**config.mk**
```make
export PLATFORM = sky130hd
export DESIGN_NAME = alu_ctrl_seq
export DESIGN_NICKNAME = d
export VERILOG_FILES = /design/src/rtl/alu_ctrl_pkg.sv /design/src/rtl/alu_ctrl_dec.sv /design/src/rtl/alu_ctrl_seq.sv
export SDC_FILE = /design/constraint.sdc
export NUM_CORES = 1
export LEC_CHECK = 0
export BUFFER_PORTS_ARGS = -buffer_cell sky130_fd_sc_hd__buf_4
export CORE_MARGIN = 2
export CORE_UTILIZATION = 55
export CTS_CLUSTER_SIZE = 10
export DETAILED_ROUTE_END_ITERATION = 6
export GPL_TIMING_DRIVEN = 0
export PLACE_DENSITY_LB_ADDON = 0.3
export SLEW_MARGIN = 40
export SYNTH_ARGS = -nofsm -noshare
export SYNTH_HDL_FRONTEND = slang
export SYNTH_SLANG_ARGS = --single-unit
```
**constraint.sdc**
```tcl
create_clock -name clk_i -period 3.2 [get_ports clk_i]
set_input_delay 0.16 -clock clk_i [delete_from_list [all_inputs] [get_ports clk_i]]
set_output_delay 0.16 -clock clk_i [all_outputs]
set_load 0.02 [all_outputs]
```
**src/rtl/alu_ctrl_pkg.sv**
```systemverilog
// Shared constants for the ALU controller: ALUOp classes, R-type funct
// codes and ALU control codes.
package alu_ctrl_pkg;

  localparam int unsigned ALU_OP_W    = 3;
  localparam int unsigned ALU_FUNCT_W = 6;
  localparam int unsigned ALU_CTRL_W  = 4;

  // ALUOp classes from the main decoder
  localparam logic [ALU_OP_W-1:0] OP_ADD   = 3'b000;
  localparam logic [ALU_OP_W-1:0] OP_SUB   = 3'b001;
  localparam logic [ALU_OP_W-1:0] OP_RTYPE = 3'b010;
  localparam logic [ALU_OP_W-1:0] OP_SLT   = 3'b011;
  localparam logic [ALU_OP_W-1:0] OP_OR    = 3'b100;
  localparam logic [ALU_OP_W-1:0] OP_AND   = 3'b101;

  // R-type funct field values
  localparam logic [ALU_FUNCT_W-1:0] FN_AND  = 6'b100100;
  localparam logic [ALU_FUNCT_W-1:0] FN_OR   = 6'b100101;
  localparam logic [ALU_FUNCT_W-1:0] FN_ADD  = 6'b100000;
  localparam logic [ALU_FUNCT_W-1:0] FN_SUB  = 6'b100010;
  localparam logic [ALU_FUNCT_W-1:0] FN_SLT  = 6'b101010;
  localparam logic [ALU_FUNCT_W-1:0] FN_NOR  = 6'b100111;
  localparam logic [ALU_FUNCT_W-1:0] FN_SLL  = 6'b000000;
  localparam logic [ALU_FUNCT_W-1:0] FN_SRL  = 6'b000010;
  localparam logic [ALU_FUNCT_W-1:0] FN_MULT = 6'b011000;
  localparam logic [ALU_FUNCT_W-1:0] FN_DIV  = 6'b011010;

  // ALU control codes
  localparam logic [ALU_CTRL_W-1:0] CTRL_AND  = 4'b0000;
  localparam logic [ALU_CTRL_W-1:0] CTRL_OR   = 4'b0001;
  localparam logic [ALU_CTRL_W-1:0] CTRL_ADD  = 4'b0010;
  localparam logic [ALU_CTRL_W-1:0] CTRL_SUB  = 4'b0110;
  localparam logic [ALU_CTRL_W-1:0] CTRL_SLT  = 4'b0111;
  localparam logic [ALU_CTRL_W-1:0] CTRL_NOR  = 4'b1100;
  localparam logic [ALU_CTRL_W-1:0] CTRL_SLL  = 4'b1000;
  localparam logic [ALU_CTRL_W-1:0] CTRL_SRL  = 4'b1001;
  localparam logic [ALU_CTRL_W-1:0] CTRL_MULT = 4'b1010;
  localparam logic [ALU_CTRL_W-1:0] CTRL_DIV  = 4'b1011;
  localparam logic [ALU_CTRL_W-1:0] CTRL_NOP  = 4'b1111;

endpackage

```
**src/rtl/alu_ctrl_dec.sv**
```systemverilog
// Combinational ALU control decode.
// Ports: alu_op, funct in; ctrl, shamt_sel, is_mul, is_div, illegal out (all _c style, unregistered).
module alu_ctrl_dec
  import alu_ctrl_pkg::*;
#(
  parameter int unsigned OP_W    = 3,
  parameter int unsigned FUNCT_W = 6,
  parameter int unsigned CTRL_W  = 4
) (
  input  logic [OP_W-1:0]    alu_op,
  input  logic [FUNCT_W-1:0] funct,
  output logic [CTRL_W-1:0]  ctrl,
  output logic               shamt_sel,
  output logic               is_mul,
  output logic               is_div,
  output logic               illegal
);

  // Every path falls back to NOP so the code is never undefined.
  always_comb begin
    ctrl      = CTRL_W'(CTRL_NOP);
    shamt_sel = 1'b0;
    is_mul    = 1'b0;
    is_div    = 1'b0;
    illegal   = 1'b0;
    case (alu_op)
      OP_W'(OP_ADD): ctrl = CTRL_W'(CTRL_ADD);
      OP_W'(OP_SUB): ctrl = CTRL_W'(CTRL_SUB);
      OP_W'(OP_SLT): ctrl = CTRL_W'(CTRL_SLT);
      OP_W'(OP_OR):  ctrl = CTRL_W'(CTRL_OR);
      OP_W'(OP_AND): ctrl = CTRL_W'(CTRL_AND);
      OP_W'(OP_RTYPE): begin
        case (funct)
          FUNCT_W'(FN_AND):  ctrl = CTRL_W'(CTRL_AND);
          FUNCT_W'(FN_OR):   ctrl = CTRL_W'(CTRL_OR);
          FUNCT_W'(FN_ADD):  ctrl = CTRL_W'(CTRL_ADD);
          FUNCT_W'(FN_SUB):  ctrl = CTRL_W'(CTRL_SUB);
          FUNCT_W'(FN_SLT):  ctrl = CTRL_W'(CTRL_SLT);
          FUNCT_W'(FN_NOR):  ctrl = CTRL_W'(CTRL_NOR);
          FUNCT_W'(FN_SLL): begin
            ctrl      = CTRL_W'(CTRL_SLL);
            shamt_sel = 1'b1;
          end
          FUNCT_W'(FN_SRL): begin
            ctrl      = CTRL_W'(CTRL_SRL);
            shamt_sel = 1'b1;
          end
          FUNCT_W'(FN_MULT): begin
            ctrl   = CTRL_W'(CTRL_MULT);
            is_mul = 1'b1;
          end
          FUNCT_W'(FN_DIV): begin
            ctrl   = CTRL_W'(CTRL_DIV);
            is_div = 1'b1;
          end
          default: illegal = 1'b1;
        endcase
      end
      default: ;
    endcase
  end

endmodule

```
**src/rtl/alu_ctrl_seq.sv**
```systemverilog
// Registered ALU controller at the ID/EX boundary with stall/flush and a
// busy countdown that holds EX for multi-cycle MULT/DIV.
// Ports: clk_i, rst_i (sync, active-high), valid_i, ALUOp_i, funct_i,
//   stall_i, flush_i in; ready_o (combinational), ALUCtrl_o, valid_o,
//   shamt_sel_o, illegal_o, busy_o (registered) out.
module alu_ctrl_seq
  import alu_ctrl_pkg::*;
#(
  parameter int unsigned OP_W    = 3,
  parameter int unsigned FUNCT_W = 6,
  parameter int unsigned CTRL_W  = 4,
  parameter int unsigned MUL_LAT = 4,
  parameter int unsigned DIV_LAT = 32,
  parameter int unsigned CNT_W   = 6
) (
  input  logic               clk_i,
  input  logic               rst_i,
  input  logic               valid_i,
  input  logic [OP_W-1:0]    ALUOp_i,
  input  logic [FUNCT_W-1:0] funct_i,
  input  logic               stall_i,
  input  logic               flush_i,
  output logic               ready_o,
  output logic [CTRL_W-1:0]  ALUCtrl_o,
  output logic               valid_o,
  output logic               shamt_sel_o,
  output logic               illegal_o,
  output logic               busy_o
);

  logic [CTRL_W-1:0] dec_ctrl;
  logic              dec_shamt, dec_mul, dec_div, dec_illegal;

  logic [CTRL_W-1:0] ctrl_n;
  logic              valid_n, shamt_n, illegal_n, busy_n;
  logic [CNT_W-1:0]  cnt_q, cnt_n;

  alu_ctrl_dec #(
    .OP_W    (OP_W),
    .FUNCT_W (FUNCT_W),
    .CTRL_W  (CTRL_W)
  ) u_dec (
    .alu_op    (ALUOp_i),
    .funct     (funct_i),
    .ctrl      (dec_ctrl),
    .shamt_sel (dec_shamt),
    .is_mul    (dec_mul),
    .is_div    (dec_div),
    .illegal   (dec_illegal)
  );

  assign ready_o = ~busy_o & ~stall_i;

  // Next-state: flush > stall > busy countdown > load.
  always_comb begin
    ctrl_n    = ALUCtrl_o;
    valid_n   = valid_o;
    shamt_n   = shamt_sel_o;
    illegal_n = illegal_o;
    busy_n    = busy_o;
    cnt_n     = cnt_q;
    if (flush_i) begin
      ctrl_n    = CTRL_W'(CTRL_NOP);
      valid_n   = 1'b0;
      shamt_n   = 1'b0;
      illegal_n = 1'b0;
      busy_n    = 1'b0;
      cnt_n     = CNT_W'(0);
    end else if (stall_i) begin
      // hold everything
    end else if (cnt_q != CNT_W'(0)) begin
      cnt_n  = cnt_q - CNT_W'(1);
      busy_n = (cnt_q != CNT_W'(1));
    end else begin
      valid_n   = valid_i;
      ctrl_n    = valid_i ? dec_ctrl : CTRL_W'(CTRL_NOP);
      shamt_n   = valid_i & dec_shamt;
      illegal_n = valid_i & dec_illegal;
      busy_n    = 1'b0;
      if (valid_i && dec_mul) begin
        cnt_n  = CNT_W'(MUL_LAT - 1);
        busy_n = (MUL_LAT > 1);
      end else if (valid_i && dec_div) begin
        cnt_n  = CNT_W'(DIV_LAT - 1);
        busy_n = (DIV_LAT > 1);
      end
    end
  end

  // Output and counter registers.
  always_ff @(posedge clk_i) begin
    if (rst_i) begin
      ALUCtrl_o   <= CTRL_W'(CTRL_NOP);
      valid_o     <= 1'b0;
      shamt_sel_o <= 1'b0;
      illegal_o   <= 1'b0;
      busy_o      <= 1'b0;
      cnt_q       <= CNT_W'(0);
    end else begin
      ALUCtrl_o   <= ctrl_n;
      valid_o     <= valid_n;
      shamt_sel_o <= shamt_n;
      illegal_o   <= illegal_n;
      busy_o      <= busy_n;
      cnt_q       <= cnt_n;
    end
  end

endmodule

```
==> impl_metrics.tcl <==
set metrics [dict create \
    synth_cell_types 44 \
    ys_warn_count 0 \
    vias 967 \
    root_buffer "clkbuf_4" \
    fin_area_um2 1150 \
    vias_per_cell 6.04 \
    clock_path_buffers 2 \
    synth_area_per_cell_um2 7.93 \
    status "finished clean" \
    switchingPower_uw 102 \
    cts_hold_buf 0 \
    hp-class "in -> reg" \
    diodes 0 \
    synth_area_leaders "dfxtp_1, nand2_1, a21oi_1" \
    p_sw_frac 0.271 \
    p_comb_frac 0.186 \
    ys_seq_area_frac 0.294 \
    multi_input_area_um2 609 \
    num-nets-final 161 \
    grt.overflow.total 0 \
    io_buffers 19 \
    ctsResizeCount 0 \
    maxCapViolCount 0 \
    clockPowerShare 0.342 \
    synthCells 120 \
    synth_ff_type "dfxtp_1" \
    clock_sinks 14 \
    placedInstanceArea_um2 1120 \
    tns_ns 0 \
    p_int_uw 275 \
    die_h_um 45.6 \
    crit_type "reg -> reg" \
    grt_setup_unrepaired "false" \
    grtUsageTotal 0.227 \
    cts_tree "built" \
    dp_hpwl_um 1690 \
    cts_setup_buffers 0 \
    area_growth_syn_to_layout_pct 21.0 \
    die-area_um2 2080 \
    antenna_left 0 \
    wl_per_cell_um 13.7 \
    ys_seq_elements 14 \
    drt-total-wl_um 2190 \
    crit_required_ns 3.34 \
    powerDensity_nw_per_um2 327 \
    finalCritPeriodShare 0.554 \
    worstSkewPairLatency_ns 0.28 \
    relSlewSlack 0.545 \
    p_leak_uw 0.000456 \
    worstSetupStartpointType "register" \
    num_rows 15 \
    grt_pass1_vias 841 \
    core_um2 1670 \
    drive_above_1_share 0.259 \
    antenna_found_initial 0 \
    tightest_slew_ns 0.680 \
    grt_max_degree 11 \
    fillers 156 \
    regArea_um2 280 \
    cts.clk_slew.worst_paths_ns 0.09 \
    crit_arrival_ns 1.92 \
    cp_max_fo 7 \
    synth_top_area_frac 0.294 \
    fin_crit_ns 1.77 \
    finalHoldViolations 0 \
    peakVddDrop_mv 0.182 \
    netlist_area_um2 952 \
    worstSetupEndpointType "register" \
    cts_buffers 3 \
    die_x_um 45.6 \
    synth_fp_nets 137 \
    synth_edf_count 0 \
    firstDrtPassIters 4 \
    remaining_drc_errors 0 \
    htreeDepth 1 \
    p_seq_frac 0.473 \
    skew_ns 0.00180 \
    fmax_mhz 564 \
    drt_iter0_markers 17 \
    num_io_pins 23 \
    drv_slew 0 \
    finalSetupViolations 0 \
    yosysTopAreaCell "dfxtp_1" \
    gp_congestion 0.796 \
    floorplan.initialDensity 0.570 \
    synthArstFlopShare 0 \
    grt_pass1_wl_um 3460 \
]
layout by cell type, fill, tap and decap left out, types with 4 or more instances in the layout:
master / n
a211oi_1: 6
a21oi_1: 9
buf_4: 20
dfxtp_1: 14
inv_1: 6
nand2_1: 16
nand3_1: 5
nor2_1: 9
nor3_1: 4
o21ai_0: 5
Yosys cell counts (all sizes together) (2+ instances only):
| cell type | number |
|---|---|
| nand2b | 2 |
| nand3b | 3 |
| buf | 5 |
| inv | 7 |
| ha | 3 |
| nor3 | 4 |
| nand2 | 16 |
| o31ai | 2 |
| nor4 | 4 |
| a22oi | 2 |
| dfxtp | 14 |
| a211oi | 6 |
| nor2 | 9 |
| nand3 | 5 |
| o21ai | 6 |
| a31o | 3 |
| a21oi | 9 |
| o21bai | 2 |
flip-flops by register name, summed over array words and instances (netlist names):
name	cells
busy_o	1
cnt_q	6
shamt_sel_o	1
illegal_o	1
ALUCtrl_o	4
valid_o	1
logic make-up after synthesis:
family | synth area share
muxes | 0.0223
AOI/OAI and AO/OA | 0.289
and+or+nand+nor | 0.277
DFF | 0.294
adders and majority gates | 0.0513
buffers and inverters | 0.0657
final cells by class:
cell class              count  share of cell area
repair buffers             19               0.124
well taps                  17              0.0185
inverters                   7              0.0228
multi-input cells          93               0.529
flip-flops and latches     14               0.243
plain buffers               6              0.0315
clock buffers               4              0.0315
worst max-delay path: stages, from the launching register on:
cell and delay (ns):
dfxtp_1 0.38, nor4_4 0.39, and3_1 0.20, clkbuf_1 0.27
nand3_1 0.18, o22ai_1 0.16, nand2_1 0.07
layer usage:
layer,routed length (µm),vias up,global-route usage
li1,-,493,-
met1,996,450,0.287
met2,1120,20,0.358
met3,52,4,0.0437
met4,26,0,0.124
met5,0,-,0
metrics by stage:
| stage | cells | total power (µW) | util | hold slack (ns) | worst slack, ns |
|---|---|---|---|---|---|
| after global routing | 160 | 393 | 0.690 | 0.158 | 1.29 |
| after detailed placement | 156 | 251 | 0.668 | 0.453 | 1.47 |
| after CTS | 160 | 377 | 0.690 | 0.159 | 1.44 |
| final | 160 | 376 | 0.690 | 0.160 | 1.43 |
| after floorplan | 120 | 222 | - | 0.296 | 1.67 |
| after global placement | 156 | 248 | 0.668 | 0.440 | 1.50 |
final timing paths:
| path | from | endpoint | slack (ns) | cells after the start |
|---|---|---|---|---|
| worst max-delay path | cnt_q[2] | ALUCtrl_o[3] | 1.43 | 6 |
| worst min-delay path | valid_i | valid_o | 0.16 | 3 |
| worst max register to register | cnt_q[2] | ALUCtrl_o[3] | 1.43 | 6 |
| worst min register to register | shamt_sel_o | shamt_sel_o | 0.47 | 2 |
power by group through the flow:
stage	logic (µW)	clock network, µW	registers (µW)
5_1_grt	75.8	138	178
6_report	69.9	129	178
2_1_floorplan	37.5	0	185
4_1_cts	69.2	130	178
3_5_place_dp	69.0	0	182
3_3_place_gp	66.6	0	182
Power figures use the tool's default switching activity.
